### config.mk
export PLATFORM = sky130hd
export DESIGN_NAME = multicycle_control
export DESIGN_NICKNAME = d
export VERILOG_FILES = /design/src/rtl/multicycle_control_pkg.sv /design/src/rtl/multicycle_control_opcode_decode.sv /design/src/rtl/multicycle_control.sv
export SDC_FILE = /design/constraint.sdc
export NUM_CORES = 1
export LEC_CHECK = 0
export ABC_AREA = 0
export CAP_MARGIN = 20
export CORE_MARGIN = 2
export CORE_UTILIZATION = 47
export DETAILED_ROUTE_END_ITERATION = 10
export PLACE_DENSITY = 0.79
export SLEW_MARGIN = 5
export SYNTH_ARGS = -nofsm -noshare
export SYNTH_HDL_FRONTEND = slang
export SYNTH_SLANG_ARGS = --single-unit
### constraint.sdc
create_clock -name clk -period 2.3 [get_ports clk]
set_clock_uncertainty 0.1 [all_clocks]
set_input_delay 0.46 -clock clk [delete_from_list [all_inputs] [get_ports clk]]
set_output_delay 0.46 -clock clk [all_outputs]
set_load 0.05 [all_outputs]
### src/rtl/multicycle_control_pkg.sv
// rtl/multicycle_control_pkg.sv - shared types and constants for the multicycle control FSM
package multicycle_control_pkg;

  typedef enum logic [2:0] {
    S_FETCH,
    S_DECODE,
    S_EXECUTE,
    S_MEM,
    S_WRITEBACK,
    S_TRAP
  } state_t;

  typedef enum logic [2:0] {
    CLS_R,
    CLS_I,
    CLS_LOAD,
    CLS_STORE,
    CLS_BRANCH,
    CLS_JAL,
    CLS_ILLEGAL
  } op_class_t;

  localparam logic [6:0] OP_R      = 7'b0110011;
  localparam logic [6:0] OP_I      = 7'b0010011;
  localparam logic [6:0] OP_LOAD   = 7'b0000011;
  localparam logic [6:0] OP_STORE  = 7'b0100011;
  localparam logic [6:0] OP_BRANCH = 7'b1100011;
  localparam logic [6:0] OP_JAL    = 7'b1101111;

  localparam logic [1:0] ALU_ADD    = 2'b00;
  localparam logic [1:0] ALU_BRANCH = 2'b01;
  localparam logic [1:0] ALU_RTYPE  = 2'b10;
  localparam logic [1:0] ALU_IALU   = 2'b11;

  localparam logic [2:0] F3_BEQ = 3'b000;
  localparam logic [2:0] F3_BNE = 3'b001;

endpackage

### src/rtl/multicycle_control_opcode_decode.sv
// rtl/multicycle_control_opcode_decode.sv - opcode/funct3 to instruction class and ALU controls
module opcode_decode
  import multicycle_control_pkg::*;
#(
  parameter int OPCODE_W = 7,
  parameter int FUNCT3_W = 3
) (
  input  logic [OPCODE_W-1:0] opcode,
  input  logic [FUNCT3_W-1:0] funct3,
  output op_class_t           op_class,
  output logic                legal,
  output logic                alu_src,
  output logic [1:0]          alu_op
);

  always_comb begin
    op_class = CLS_ILLEGAL;
    case (opcode)
      OPCODE_W'(OP_R):     op_class = CLS_R;
      OPCODE_W'(OP_I):     op_class = CLS_I;
      OPCODE_W'(OP_LOAD):  op_class = CLS_LOAD;
      OPCODE_W'(OP_STORE): op_class = CLS_STORE;
      OPCODE_W'(OP_JAL):   op_class = CLS_JAL;
      // Only beq/bne are implemented; other branch conditions trap.
      OPCODE_W'(OP_BRANCH): begin
        if (funct3 == FUNCT3_W'(F3_BEQ) || funct3 == FUNCT3_W'(F3_BNE)) begin
          op_class = CLS_BRANCH;
        end
      end
      default: op_class = CLS_ILLEGAL;
    endcase
  end

  always_comb begin
    legal   = (op_class != CLS_ILLEGAL);
    alu_src = 1'b0;
    alu_op  = ALU_ADD;
    case (op_class)
      CLS_R:      alu_op = ALU_RTYPE;
      CLS_I:      begin alu_src = 1'b1; alu_op = ALU_IALU; end
      CLS_LOAD:   alu_src = 1'b1;
      CLS_STORE:  alu_src = 1'b1;
      CLS_BRANCH: alu_op = ALU_BRANCH;
      default:    alu_op = ALU_ADD;
    endcase
  end

endmodule

### src/rtl/multicycle_control.sv
// rtl/multicycle_control.sv - multicycle CPU control FSM with fetch/data-memory handshakes
module multicycle_control
  import multicycle_control_pkg::*;
#(
  parameter int OPCODE_W = 7,
  parameter int FUNCT3_W = 3
) (
  input  logic                clk,
  input  logic                reset,
  input  logic [OPCODE_W-1:0] opcode,
  input  logic [FUNCT3_W-1:0] funct3,
  output logic                im_req,
  input  logic                im_ready,
  output logic                dm_req,
  input  logic                dm_ready,
  output logic                ir_write,
  output logic                pc_write,
  output logic                jump,
  output logic                beq,
  output logic                bne,
  output logic                alu_src,
  output logic                reg_dst,
  output logic                mem_to_reg,
  output logic                rf_write_en,
  output logic                dm_write_en,
  output logic [1:0]          alu_op,
  output logic                trap
);

  state_t              state_q, state_d;
  logic [OPCODE_W-1:0] op_q;
  logic [FUNCT3_W-1:0] f3_q;

  logic [OPCODE_W-1:0] dec_opcode;
  logic [FUNCT3_W-1:0] dec_funct3;
  op_class_t           dec_class;
  logic                dec_legal;
  logic                dec_alu_src;
  logic [1:0]          dec_alu_op;

  // In DECODE the live instruction picks the next state; afterwards only the
  // latched copy reaches the decoder, so outputs never see opcode/funct3.
  assign dec_opcode = (state_q == S_DECODE) ? opcode : op_q;
  assign dec_funct3 = (state_q == S_DECODE) ? funct3 : f3_q;

  opcode_decode #(
    .OPCODE_W (OPCODE_W),
    .FUNCT3_W (FUNCT3_W)
  ) u_decode (
    .opcode   (dec_opcode),
    .funct3   (dec_funct3),
    .op_class (dec_class),
    .legal    (dec_legal),
    .alu_src  (dec_alu_src),
    .alu_op   (dec_alu_op)
  );

  always_ff @(posedge clk) begin
    if (reset) begin
      state_q <= S_FETCH;
      op_q    <= '0;
      f3_q    <= '0;
    end else begin
      state_q <= state_d;
      if (state_q == S_DECODE) begin
        op_q <= opcode;
        f3_q <= funct3;
      end
    end
  end

  always_comb begin
    state_d = state_q;
    case (state_q)
      S_FETCH:  if (im_ready) state_d = S_DECODE;
      S_DECODE: state_d = dec_legal ? S_EXECUTE : S_TRAP;
      S_EXECUTE: begin
        case (dec_class)
          CLS_BRANCH, CLS_JAL: state_d = S_FETCH;
          CLS_LOAD, CLS_STORE: state_d = S_MEM;
          CLS_R, CLS_I:        state_d = S_WRITEBACK;
          default:             state_d = S_TRAP;
        endcase
      end
      S_MEM: begin
        if (dm_ready) state_d = (dec_class == CLS_STORE) ? S_FETCH : S_WRITEBACK;
      end
      S_WRITEBACK: state_d = S_FETCH;
      S_TRAP:      state_d = S_TRAP;
      default:     state_d = S_FETCH;
    endcase
  end

  always_comb begin
    im_req      = 1'b0;
    dm_req      = 1'b0;
    ir_write    = 1'b0;
    pc_write    = 1'b0;
    jump        = 1'b0;
    beq         = 1'b0;
    bne         = 1'b0;
    alu_src     = 1'b0;
    reg_dst     = 1'b0;
    mem_to_reg  = 1'b0;
    rf_write_en = 1'b0;
    dm_write_en = 1'b0;
    alu_op      = 2'b00;
    trap        = 1'b0;
    if (!reset) begin
      case (state_q)
        S_FETCH: begin
          im_req   = 1'b1;
          ir_write = im_ready;
        end
        S_EXECUTE: begin
          alu_src = dec_alu_src;
          alu_op  = dec_alu_op;
          if (dec_class == CLS_BRANCH) begin
            pc_write = 1'b1;
            beq      = (f3_q == FUNCT3_W'(F3_BEQ));
            bne      = (f3_q == FUNCT3_W'(F3_BNE));
          end
          if (dec_class == CLS_JAL) begin
            pc_write    = 1'b1;
            jump        = 1'b1;
            rf_write_en = 1'b1;
          end
        end
        S_MEM: begin
          alu_src     = dec_alu_src;
          alu_op      = dec_alu_op;
          dm_req      = 1'b1;
          dm_write_en = (dec_class == CLS_STORE);
          pc_write    = (dec_class == CLS_STORE) && dm_ready;
        end
        S_WRITEBACK: begin
          alu_src     = dec_alu_src;
          alu_op      = dec_alu_op;
          rf_write_en = 1'b1;
          pc_write    = 1'b1;
          mem_to_reg  = (dec_class == CLS_LOAD);
          reg_dst     = (dec_class == CLS_R);
        end
        S_TRAP:  trap = 1'b1;
        default: trap = 1'b0;
      endcase
    end
  end

endmodule

==> results of run 1 <==
==> cells by family after synthesis <==
| logic type | count (synthesis) | synth area share [%] |
|---|---|---|
| mux | 4 | 4.049 |
| flops | 13 | 25.52 |
| buf+inv | 10 | 3.803 |
| simple gates | 87 | 45.52 |
| compound gates | 32 | 21.10 |
==> per-stage QoR <==
stage | TNS, ns | setup slack (ns) | area [um2] | hold slack [ns]
floorplan | -0.4110 | -0.2390 | 1150 | 0.3536
global placement | -4.433 | -0.6432 | 1881 | 0.3672
detailed placement | -5.499 | -0.7775 | 1881 | 0.3881
==> reports/qor.yml, run 1 <==
stop_error: "[ERROR DPL-0038] Utilization greater than 100%, impossible to legalize"
synth_edf_count: 0
postSynthRegisterBits: 13
status: "did not finish"
cts_sinks: 13
avgSynthCellArea_um2: 6.984
syn_area_um2: 1020
synth_commonest_cells: "nand2_1 (21), nor2_1 (18), dfxtp_1 (13)"
gp_congestion: 0.9384
cts_buffer_depth: 2
die_w_um: 50.58
synth_top_area_share_pct: 25.52
rows: 16
ys_top_cells_by_area: "dfxtp_1 (26%), nand2_1 (7.7%), nor2_1 (6.6%), nor3_1 (5.4%), nand2b_1 (4.9%)"
synthesis.nets: 160
postCtsHoldBufs: 0
ys.flop_type: "dfxtp_1"
die_y_um: 50.58
ios: 29
cts_resized: 79
synth_most_common_cell: "nand2_1"
start_util_pct: 50.94
async_reset_ff_share_pct: 0
cts_made_buffers: 3
synth_top_area_cell: "dfxtp_1"
dp_cells: 236
ys_types: 44
ctsRootBufferMaster: "clkbuf_4"
hpwl_mm: 3.709
flow.stopped_at: "clock tree synthesis (4_1_cts)"
ys_seq_area_share_pct: 25.52
portBuffers: 28
htree_levels: 1
synth_cells: 146
postCtsSetupBuffers: 18
ys_warn_count: 0
==> run 2: changes to the inputs <==
- CORE_AREA: unset -> 2 2 63 65
- CORE_MARGIN: 2 -> unset
- CORE_UTILIZATION: 47 -> unset
- DIE_AREA: unset -> 0 0 65 67
- PLACE_DENSITY: 0.79 -> unset
- PLACE_DENSITY_LB_ADDON: unset -> 0.15
==> run 2 against run 1 <==
Against the previous run: the flow now finishes, with violations (negative setup slack); synthesized cell count unchanged; synthesized area stayed put.
==> reports/qor.yml, run 2 <==
status: "complete, but fails checks"
violations: "negative setup slack"
slew_headroom_pct: 69.74
p_leak_uw: 0.0009283
area_growth_pct: 125.6
reg2reg_to: "state_q[1]"
drt_wl_total_mm: 4.287
insertion_delay_ns: 0.25
grt_pass1_wl_mm: 6.796
final-hold-violation-count: 0
portBuffers: 28  # unchanged
vias: 1496
final_layout_size_suffix_gt1_share_pct: 55.32
grt_remaining_overflow: 0
ys_types: 44  # unchanged
crit_fanout: 2
synth_top_area_cell: "dfxtp_1"
synthesis.nets: 160  # unchanged
layoutNonFillerInstCount: 283
synth_edf_count: 0  # unchanged
top_regs: "op_q (7), f3_q (3), state_q (3)"
synth_most_common_cell: "nand2_1"
hold_depth: 2
r2r_slack_ns: 0.14
cap_violations: 0
fin_crit_ns: 2.603
largest_register_ffs: 7
detail_route.wl_per_cell_um: 15.15
setup-violations-final: 10
p_per_area_nw_per_um2: 812.6
worst-r2r-cell-count: 6
antenna_found_initial: 0
setup_ws_ns: -0.3028
drt_iter0_drc: 72
die_area_um2: 4355
ir_worst_vdd_mv: 0.4617
r2r-start: "state_q[1]"
ys_warn_count: 0  # unchanged
htree_levels: 1  # unchanged
ys.flop_type: "dfxtp_1"
cts_made_buffers: 3  # unchanged
dp_cells: 265  # +12%
start_util_pct: 28.28  # -23 points
avgSynthCellArea_um2: 6.984  # unchanged
ys_top_cells_by_area: "dfxtp_1 (26%), nand2_1 (7.7%), nor2_1 (6.6%), nor3_1 (5.4%), nand2b_1 (4.9%)"
num_antenna_cells: 0
grt_pass1_vias: 1485
worst_pin_slew_ns: 0.4522
top_register: "op_q"
viasPerCell: 5.286
async_reset_ff_share_pct: 0  # unchanged
fin_nets: 250
grt_util_all_layers_pct: 20.32
rsz0062_at_grt: "true"
final_common_cell: "buf_4"
pre_cts_ws_ns: -0.7067  # +0.07079 ns
postSynthRegisterBits: 13  # unchanged
gp_congestion: 0.8565  # -8.7%
postCtsHoldBufs: 0  # unchanged
crit_path_end_kind: "output pin"
drc: 0
whs_ns: 0.3956
slew_viol_final: 0
min_period_over_period_pct: 113.2
ctsRootBufferMaster: "clkbuf_8"
ys_seq_area_share_pct: 25.52  # unchanged
path_clk_slew_ns: 0.06
firstDrtPassIters: 4
rows: 22  # +6
die_w_um: 65  # +29%
hpwl_mm: 3.125  # -16%
synth_cells: 146  # unchanged
cp-start-kind: "input port"
final_cell_mix: "buf_4 (60), nand2_1 (20), buf_12 (15)"
grt_max_degree: 12
worstSetupPathType: "in2out"
cts_tree: "done"
synth_commonest_cells: "nand2_1 (21), nor2_1 (18), dfxtp_1 (13)"
die_y_um: 67  # +32%
min_from: "op_q[2]"
ios: 29  # unchanged
hold_class: "reg2reg"
utilization_pct: 63.81
cts_buffer_depth: 2  # unchanged
arrival_ns: 2.04
synth_top_area_share_pct: 25.52  # unchanged
hold_end: "op_q[2]"
clock.fmax_mhz: 384.2
syn_area_um2: 1020  # unchanged
antenna_left: 0
worstPathRequired_ns: 1.74
core_um2: 3606
cts_sinks: 13  # unchanged
fin_tns_setup_ns: -2.333
run 2: repair_timing:
| action | in CTS | in global routing |
|---|---|---|
| setup endpoints to repair | 15 | 12 |
| gates cloned | 0 | 0 |
| resized for setup | 46 | 21 |
| pin swaps | 15 | 10 |
| setup buffers | 9 | 5 |
run 2: worst max-delay path: stages:
cell	delay [ns]
buf_6	0.09
or4bb_4	0.54
buf_4	0.16
nor2_4	0.09
nor2_2	0.06
nor4_2	0.18
buf_4	0.17
nor2b_4	0.15
buf_12	0.14
run 2: cell families (layout without fill, tap and decap cells):
family | Yosys count | after routing | synth area share, %
buffers and inverters | 10 | 99 | 3.803
DFF | 13 | 13 | 25.52
AOI/OAI and AO/OA | 32 | 32 | 21.10
muxes | 4 | 4 | 4.049
and+or+nand+nor | 87 | 87 | 45.52
run 2: where the power goes:
| group | total (uW) | internal, uW | switching, uW |
|---|---|---|---|
| logic | 1290 | 641 | 651 |
| registers | 357 | 301 | 56.3 |
| clock network | 220 | 123 | 97.0 |
| total | 1870 | 1070 | 804 |
run 2: metal layers:
layer | up-vias | track usage [%] | share of wire, %
met3 | 7 | 2.027 | 3.7
met1 | 740 | 24.82 | 44
met4 | 0 | 7.181 | 1.4
met2 | 38 | 36.86 | 51
li1 | 711 | - | -
met5 | - | 0 | 0
run 2: area by class of cell:
class / instances / area, um2
sequential: 13 / 269.0
fill: 307 / 1305
multi-input combinational: 123 / 991.0
tap: 48 / 60.06
timing repair buffer: 93 / 928.4
inverter: 2 / 7.507
clock buffer: 4 / 45.04
run 2: stage by stage:
step	total power (uW)	area, um2
final	1870	2301
after floorplan	980.7	1150
after global routing	1975	2301
after global placement	1372	1954
after detailed placement	1393	1954
after CTS	1722	2167
run 2: worst max path at each step:
stage,cells past startpoint,end,from
detailed placement,7,pc_write,opcode[1]
global placement,7,pc_write,opcode[1]
floorplan,5,pc_write,opcode[2]
CTS,7,pc_write,opcode[2]
finish,9,beq,opcode[3]
global route,9,beq,opcode[3]
No activity file was read; power rests on OpenSTA's default activity.
